===== src/rtl/tour_cmd.sv =====
`timescale 1ns/1ps
// tour_cmd: knight's-tour command issuer; passes UART commands through when idle
module tour_cmd #(
  parameter int NUM_MOVES = 24
) (
  input  logic        clk,
  input  logic        rst,
  input  logic        start_tour,
  input  logic [7:0]  move,
  output logic [4:0]  mv_indx,
  input  logic [15:0] cmd_UART,
  input  logic        cmd_rdy_UART,
  output logic        clr_cmd_rdy_UART,
  output logic [15:0] cmd,
  output logic        cmd_rdy,
  input  logic        clr_cmd_rdy,
  input  logic        send_resp,
  output logic [7:0]  resp
);
  typedef enum logic [2:0] {IDLE, VERT, WAIT_V, HORZ, WAIT_H} state_t;
  state_t state, nxt;
  logic last;
  logic [15:0] vert, horz;
  assign last = mv_indx == 5'(NUM_MOVES - 1);
  always_ff @(posedge clk or posedge rst)
    if (rst) state <= IDLE;
    else state <= nxt;
  always_ff @(posedge clk or posedge rst)
    if (rst) mv_indx <= '0;
    else if (state == IDLE && start_tour) mv_indx <= '0;
    else if (state == WAIT_H && send_resp && !last) mv_indx <= mv_indx + 5'd1;
  always_comb begin
    nxt = state;
    case (state)
      IDLE:    if (start_tour) nxt = VERT;
      VERT:    if (move == '0) nxt = IDLE; else if (clr_cmd_rdy) nxt = WAIT_V;
      WAIT_V:  if (send_resp) nxt = HORZ;
      HORZ:    if (clr_cmd_rdy) nxt = WAIT_H;
      WAIT_H:  if (send_resp) nxt = last ? IDLE : VERT;
      default: nxt = IDLE;
    endcase
  end
  // legs decoded from the lowest set bit of move
  always_comb begin
    vert = (move[0] | move[1]) ? 16'h2002 : move[2] ? 16'h2001 : move[3] ? 16'h27F1 :
           (move[4] | move[5]) ? 16'h27F2 : move[6] ? 16'h27F1 : 16'h2001;
    horz = move[0] ? 16'h33F1 : move[1] ? 16'h3BF1 : (move[2] | move[3]) ? 16'h33F2 :
           move[4] ? 16'h33F1 : move[5] ? 16'h3BF1 : 16'h3BF2;
  end
  always_comb begin
    cmd = state == IDLE ? cmd_UART : (state == VERT || state == WAIT_V) ? vert : horz;
    cmd_rdy = state == IDLE ? cmd_rdy_UART : (state == VERT && move != '0) || state == HORZ;
    clr_cmd_rdy_UART = state == IDLE && clr_cmd_rdy;
    resp = (state == IDLE || (state == WAIT_H && last)) ? 8'hA5 : 8'h5A;
  end
endmodule


===== config.mk =====
export PLATFORM = sky130hd
export DESIGN_NAME = tour_cmd
export DESIGN_NICKNAME = d
export VERILOG_FILES = /design/src/rtl/tour_cmd.sv
export SDC_FILE = /design/constraint.sdc
export NUM_CORES = 1
export LEC_CHECK = 0
export CORE_MARGIN = 10
export CORE_UTILIZATION = 37
export CTS_BUF_LIST = sky130_fd_sc_hd__clkbuf_4 sky130_fd_sc_hd__clkbuf_8
export DETAILED_ROUTE_END_ITERATION = 7
export GPL_ROUTABILITY_DRIVEN = 1
export GPL_TIMING_DRIVEN = 0
export PLACE_DENSITY = 0.88
export SLEW_MARGIN = 20
export SYNTH_ARGS = -nofsm -noshare
export SYNTH_HDL_FRONTEND = slang
export SYNTH_SLANG_ARGS = --single-unit

===== constraint.sdc =====
create_clock -name clk -period 2.45 [get_ports clk]
set_clock_uncertainty 0.1 [all_clocks]
set_input_delay 0.3675 -clock clk [delete_from_list [all_inputs] [get_ports clk]]
set_output_delay 0.3675 -clock clk [all_outputs]
set_load 0.03 [all_outputs]

==> results.md, run 1 <==
* PortBufs at 60
* Slew @ Worst Pin at 0.408 ns
* Clock power frac at 5.5%
* Total CTS buffers at 3
* Core Region at 1980 sq um
* Final ANT Viol Nets at 0
* DRT iter0 DRCs at 32
* Setup crit end kind: output port
* Fmax at 424 MHz
* VDD IR-drop max at 860 uV
* Post-placement cell area at 1420 sq um
* Seq pwr share at 10.7%
* Worst-Skew Late Latency at 0.26 ns
* Pint at 0.865 mW
* Die area at 4360 sq um
* # setup viols final at 0
* Initial antenna violation count at 0
* Min Tclk post-route at 2.36 ns
* Synthesis-to-layout area growth at 85.9%
* Register area at 200 sq um
* CTS sink count at 8
* Layout cells sized above 1 at 24.8%
* H-Tree Depth at 1
* Sw power at 1.08 mW
* Relative slew margins at 72.8%
* Final std cells w/o fill at 192
* Min-delay worst type: input pin to asynchronous set/reset pin
* Synth warn at 0
* Synthesized net count at 130
* Post-synthesis cell type count at 34
* CP Launch Type: input pin
* CTS clk-pin slew, worst paths at 0.06 ns
* CP Launch Point: move[4]
* Routed WL at 3020 um
* Critical-path cell list: dlygate4sd2_1 -> nor4_4 -> nor4_4 -> maj3_2 -> a211o_1 -> buf_4
* Die height at 66.0 um
* Via Count at 1003
* Pin count of the biggest net entering global routing at 11
* # IOs at 61
* Dpl hpwl at 2440 um
* Fill count at 156
* CP delay by family, top: buffers and inverters
* CP bufs+invs at 2
* Status: finished, final reports clean
* Synth Register Bits at 8
* Inst Count DP at 186
* Die X-Extent at 66.0 um
* CTS tree: done
* Sw frac at 55.5%
* Remaining global-route overflow at 0
* Root Driver: clkbuf_4
* 1st-pass router iterations at 5
* Ant. Diodes at 0
* Via-to-Cell Ratio at 5.22
* Max cap viols at 0
* Area occupied by multi-input gates at 538 sq um
* Worst hold margin at 0.250 ns
* Final net count at 198
* Final Instance Area at 1460 sq um
* Syn avg cell area at 7.91 sq um
* Crit Path Max Fanout at 6
* CP Data Arrival Time at 1.89 ns
* Max Root-Sink Buffers at 2
* Combinational share of power at 83.8%
* Post-synthesis sequential area ratio at 25.6%
* RePlAce Congestion at 0.724
* Remaining DRCs at 0
* Power Density at 1330 nW/um^2
* Final hold vios at 0
* P_leak at 0.723 nW
* Number of global-route vias before repair at 994
* Synthesized cell area at 783 sq um
* Starting Density at 39.5%
* FP Rows at 16
* WL/cell at 15.7 um
* First-pass GRT wire length at 4820 um
* Final Power at 1.94 mW
* Crit-path slowest cell: maj3_2
* Worst Path Required at 1.98 ns
* Crit path kind: input pin to output port
* Tot GR Track Use at 13.7%
* Final slew viol count at 0
* Critical R2R Launch: state[2]$_DFFE_PP0P_
* Cell mode on critical path: nor4_4
* Final period util at 96.2%
* Fin Setup TNS at 0 ns
* Gate count after technology mapping at 99
* Worst path max stage delay at 0.36 ns
==> timing repair <==
action | 4_1_cts | 5_1_grt
pin swaps | 0 | 3
hold buffers | 0 | 0
setup endpoints to repair | 25 | 22
gates resized for setup | 69 | 19
setup buffers | 0 | 3
==> path summary, 6_finish.rpt <==
kind | slack (ns) | cells past startpoint | end
worst max-delay path | 0.09 | 6 | cmd[5]
worst min-delay path | 0.25 | 2 | mv_indx[3]$_DFFE_PP0P_
worst max register to register | 0.87 | 5 | mv_indx[3]$_DFFE_PP0P_
worst min register to register | 0.44 | 1 | mv_indx[3]$_DFFE_PP0P_
max in group asynchronous | 1.76 | 2 | mv_indx[4]$_DFFE_PP0P_
min in group clk | 0.44 | 1 | mv_indx[3]$_DFFE_PP0P_
==> cells by family (layout without fill, tap and decap cells) <==
logic type	count (synthesis)	after routing	synth area share, %
AOI/OAI and AO/OA	23	23	21.4
xor gates and xnor gates	2	2	2.24
adders and majority gates	2	2	3.03
buffers and inverters	14	80	10.1
DFF	8	8	25.6
muxes	3	3	3.99
and+or+nand+nor	47	47	33.7
==> per-stage QoR <==
stage	setup WS [ns]	utilization, %
final	0.0936	73.5
after CTS	-0.0642	71.3
after floorplan	0.113	-
after global routing	-0.0123	73.5
after detailed placement	-0.601	71.5
after global placement	-0.577	71.5
==> Yosys cell counts <==
library cell / instances / area [sq um]
a2111oi_0: 1 / 8.76
a211o_1: 6 / 52.6
a21oi_1: 6 / 30.0
a221oi_1: 1 / 8.76
and2_1: 7 / 43.8
and3b_1: 1 / 8.76
and4bb_2: 1 / 12.5
buf_2: 3 / 15.0
buf_4: 6 / 45.0
clkbuf_1: 2 / 7.51
dfrtp_1: 8 / 200
ha_1: 1 / 12.5
inv_1: 3 / 11.3
maj3_2: 1 / 11.3
mux2_2: 1 / 11.3
mux2i_1: 2 / 20.0
nand2_1: 14 / 52.6
nand2b_1: 1 / 6.26
nand3_1: 5 / 25.0
nand3b_1: 2 / 15.0
nand4_1: 1 / 6.26
nand4b_1: 1 / 8.76
nor2_1: 9 / 33.8
nor3_1: 2 / 10.0
nor4_2: 1 / 12.5
nor4_4: 1 / 21.3
o211ai_1: 1 / 7.51
o21ai_0: 3 / 15.0
o311a_2: 1 / 11.3
o311ai_0: 1 / 8.76
o31a_2: 1 / 10.0
o31ai_1: 2 / 15.0
or4_1: 1 / 7.51
xor2_1: 2 / 17.5
==> power groups by stage <==
| stage | registers, mW | clock network [mW] | logic, mW |
|---|---|---|---|
| 2_1_floorplan | 0.206 | 0 | 1.04 |
| 3_3_place_gp | 0.196 | 0 | 1.71 |
| 3_5_place_dp | 0.199 | 0 | 1.72 |
| 4_1_cts | 0.208 | 0.108 | 1.58 |
| 5_1_grt | 0.215 | 0.112 | 1.75 |
| 6_report | 0.208 | 0.107 | 1.63 |
==> metal layers <==
metal  vias to the layer above  share of wire (%)  track usage (%)
met4                         0                1.5             6.28
li1                        487                  -                -
met2                        55                 46             22.0
met5                         -                  0                0
met1                       456                 42             15.5
met3                         5                9.8             5.42
==> layout make-up <==
class	instances	share of cell area, %
buffer	11	4.73
clock buffer	3	1.55
inverter	3	0.773
multi-input combinational	77	36.9
sequential	8	13.7
tap	27	2.32
timing repair buffer	63	39.9
==> state kept, by name (all words and copies together) (netlist names) <==
| signal | count |
|---|---|
| state | 3 |
| mv_indx | 5 |
==> layout by cell type, fill, tap and decap left out, types with 2 or more instances in the layout <==
| cell type | synthesis | routed |
|---|---|---|
| clkdlybuf4s50_1 | 0 | 28 |
| dlygate4sd2_1 | 0 | 15 |
| nand2_1 | 14 | 14 |
| buf_4 | 6 | 12 |
| nor2_1 | 9 | 8 |
| dfrtp_1 | 8 | 8 |
| buf_2 | 3 | 7 |
| a21oi_1 | 6 | 6 |
| and2_1 | 7 | 6 |
| a211o_1 | 6 | 6 |
| nand3_1 | 5 | 5 |
| dlymetal6s2s_1 | 0 | 4 |
| clkdlybuf4s15_2 | 0 | 4 |
| clkbuf_2 | 0 | 3 |
| o21ai_0 | 3 | 3 |
| inv_1 | 3 | 3 |
| clkbuf_4 | 0 | 3 |
| o31ai_1 | 2 | 2 |
| nor4_4 | 1 | 2 |
| xor2_1 | 2 | 2 |
| nand3b_1 | 2 | 2 |
| mux2i_1 | 2 | 2 |
No activity file was read; power rests on OpenSTA's default activity.
==> inputs of run 2 (changes only) <==
--- a/config.mk
+++ b/config.mk
@@ -16,3 +16,4 @@
 export SYNTH_ARGS = -nofsm -noshare
 export SYNTH_HDL_FRONTEND = slang
 export SYNTH_SLANG_ARGS = --single-unit
+export TNS_END_PERCENT = 100
==> results of run 2 <==
The final DEF is identical to that of run 1; final timing and power are the same.
==> inputs of run 3 (changes only) <==
--- a/config.mk
+++ b/config.mk
@@ -10,7 +10,6 @@
 export CTS_BUF_LIST = sky130_fd_sc_hd__clkbuf_4 sky130_fd_sc_hd__clkbuf_8
 export DETAILED_ROUTE_END_ITERATION = 7
 export GPL_ROUTABILITY_DRIVEN = 1
-export GPL_TIMING_DRIVEN = 0
 export PLACE_DENSITY = 0.88
 export SLEW_MARGIN = 20
 export SYNTH_ARGS = -nofsm -noshare
==> run 3 against run 2 <==
Count of clock-buffer cells in the layout did not move. Total power fell by 1.5%. Wire length rose by 0.76%. Fmax fell by 3.7%. Die area did not move. Critical path depth fell by 1. Critical endpoint is now cmd[1]. Largest power group unchanged.
==> results.md, run 3 (synthesized netlist as in run 1, its figures left out) <==
* Worst-Skew Late Latency at 0.26 ns (about the same)
* Inst Count DP at 185 (was 186)
* Core Region at 1980 sq um (unchanged)
* Final ANT Viol Nets at 0 (unchanged)
* Die area at 4360 sq um (unchanged)
* Via-to-Cell Ratio at 5.20 (was 5.22)
* CP Launch Point: move[2] (was move[4])
* 1st-pass router iterations at 4 (was 5)
* FP Rows at 16 (unchanged)
* Reg2Reg Setup Slack at 0.74 ns (was 0.87 ns)
* Dpl hpwl at 2340 um (was 2440 um)
* Initial antenna violation count at 0 (unchanged)
* Status: finished, final reports clean (unchanged)
* Power Density at 1300 nW/um^2 (was 1330 nW/um^2)
* Routed WL at 3040 um (was 3020 um)
* Starting Density at 39.5% (unchanged)
* Final slew viol count at 0 (unchanged)
* Final hold vios at 0 (unchanged)
* Cell depth of the worst flop-to-flop path at 6 (was 5)
* Layout cells sized above 1 at 25.3% (was 24.8%)
* # setup viols final at 0 (unchanged)
* Min-delay worst type: input pin to asynchronous set/reset pin (unchanged)
* Leading registers by flop count: mv_indx: 5 flops, state: 3 flops (unchanged)
* Critical R2R Launch: state[1]$_DFFE_PP0P_ (was state[2]$_DFFE_PP0P_)
* Crit Path Max Fanout at 2 (was 6)
* Root Driver: clkbuf_4 (unchanged)
* CTS tree: done (unchanged)
* P_leak at 0.706 nW (was 0.723 nW)
* Remaining global-route overflow at 0 (unchanged)
* Max cap viols at 0 (unchanged)
* Max Root-Sink Buffers at 2 (unchanged)
* Biggest register: mv_indx (unchanged)
* Setup crit end kind: output port (unchanged)
* DRT iter0 DRCs at 44 (was 32)
* Remaining DRCs at 0 (unchanged)
* PortBufs at 60 (unchanged)
* VDD IR-drop max at 829 uV (was 860 uV)
* Tot GR Track Use at 13.8% (was 13.7%)
* Worst hold margin at 0.249 ns (was 0.250 ns)
* CP Launch Type: input pin (unchanged)
* H-Tree Depth at 1 (unchanged)
* Slew @ Worst Pin at 0.480 ns (was 0.408 ns)
* Max reg flops at 5 (unchanged)
* Fill count at 156 (unchanged)
* Fmax at 409 MHz (was 424 MHz)
* Final period util at 99.9% (was 96.2%)
* Final std cells w/o fill at 189 (was 192)
* Total CTS buffers at 3 (unchanged)
* Relative slew margins at 68.0% (was 72.8%)
* Setup repair after global routing missed its margin: true
* Worst R2R End: mv_indx[3]$_DFFE_PP0P_ (unchanged)
* Die X-Extent at 66.0 um (unchanged)
* Via Count at 982 (was 1003)
* Final Instance Area at 1470 sq um (was 1460 sq um)
* Final Power at 1.91 mW (was 1.94 mW)
* WL/cell at 16.1 um (was 15.7 um)
* Crit path kind: input pin to output port (unchanged)
* Worst Path Required at 1.98 ns (about the same)
* Most common cell after layout, fill and taps aside: clkdlybuf4s50_1 (unchanged)
* Final net count at 195 (was 198)
* RePlAce Congestion at 0.764 (was 0.724)
* Min Tclk post-route at 2.45 ns (was 2.36 ns)
* CP endpoint: cmd[1] (was cmd[5])
* CTS clk-pin slew, worst paths at 0.06 ns (about the same)
* Hold buffer count at cts at 0 (unchanged)
* Pin count of the biggest net entering global routing at 17 (was 11)
* Most frequent cells in the layout: clkdlybuf4s50_1 (29), buf_4 (16), nand2_1 (14) (was clkdlybuf4s50_1 (28), dlygate4sd2_1 (15), nand2_1 (14))
* Post-placement cell area at 1390 sq um (was 1420 sq um)
* CP Data Arrival Time at 1.98 ns (was 1.89 ns)
* # IOs at 61 (unchanged)
* Die height at 66.0 um (unchanged)
* Ant. Diodes at 0 (unchanged)
* First-pass GRT wire length at 4800 um (was 4820 um)
* Number of global-route vias before repair at 1026 (was 994)
* CTS sink count at 8 (unchanged)
* Synthesis-to-layout area growth at 87.4% (was 85.9%)
==> run 3: critical path, cell delays in order <==
cell and delay, ns:
clkdlybuf4s50_1 0.44, o311a_2 0.43, or4_1 0.48, nand3_1 0.10
buf_4 0.16
==> run 3: per-layer routing <==
metal / wire (um) / up-vias / part of all wire (%) / track usage, %
li1: - / 485 / - / -
met1: 1170 / 445 / 38 / 14.3
met2: 1430 / 48 / 47 / 22.3
met3: 402 / 4 / 13 / 7.80
met4: 42 / 0 / 1.4 / 5.76
met5: 0 / - / 0 / 0
==> run 3: worst min path at each step <==
| stage | start | slack, ns | endpoint | depth (start not counted) |
|---|---|---|---|---|
| after floorplan | rst | 0.08 | mv_indx[0]$_DFFE_PP0P_ | 1 |
| after global placement | mv_indx[3]$_DFFE_PP0P_ | 0.42 | mv_indx[3]$_DFFE_PP0P_ | 1 |
| after detailed placement | mv_indx[3]$_DFFE_PP0P_ | 0.44 | mv_indx[3]$_DFFE_PP0P_ | 1 |
| after CTS | rst | 0.26 | mv_indx[4]$_DFFE_PP0P_ | 2 |
| after global routing | rst | 0.27 | mv_indx[4]$_DFFE_PP0P_ | 2 |
| final | rst | 0.25 | mv_indx[2]$_DFFE_PP0P_ | 2 |
==> run 3: per-stage QoR <==
step	util [%]	setup WS, ns	setup TNS (ns)
after detailed placement	70.1	-0.504	-2.26
after CTS	72.4	-0.0525	-0.0525
after global placement	70.1	-0.449	-1.82
after floorplan	-	0.113	0
after global routing	74.1	-0.0545	-0.126
final	74.1	0.00320	0
==> run 3: power breakdown <==
group	internal [mW]	switching, mW	leakage, nW
logic	0.623	0.949	0.584
registers	0.161	0.0761	0.108
clock network	0.0564	0.0499	0.0138
==> run 3: layout make-up <==
class | count | area [sq um] | share of cell area [%]
flip-flops and latches | 8 | 200 | 13.6
inverters | 3 | 11.3 | 0.767
repair buffers | 71 | 662 | 45.1
well taps | 27 | 33.8 | 2.30
clock buffers | 3 | 22.5 | 1.53
multi-input cells | 77 | 538 | 36.7
==> run 3: timing repair <==
item	4_1_cts	5_1_grt
buffers inserted	1	0
gates cloned	0	0
hold endpoints to repair	0	0
resized for setup	28	17
pin swaps	9	5
endpoints found under the setup margin	18	10
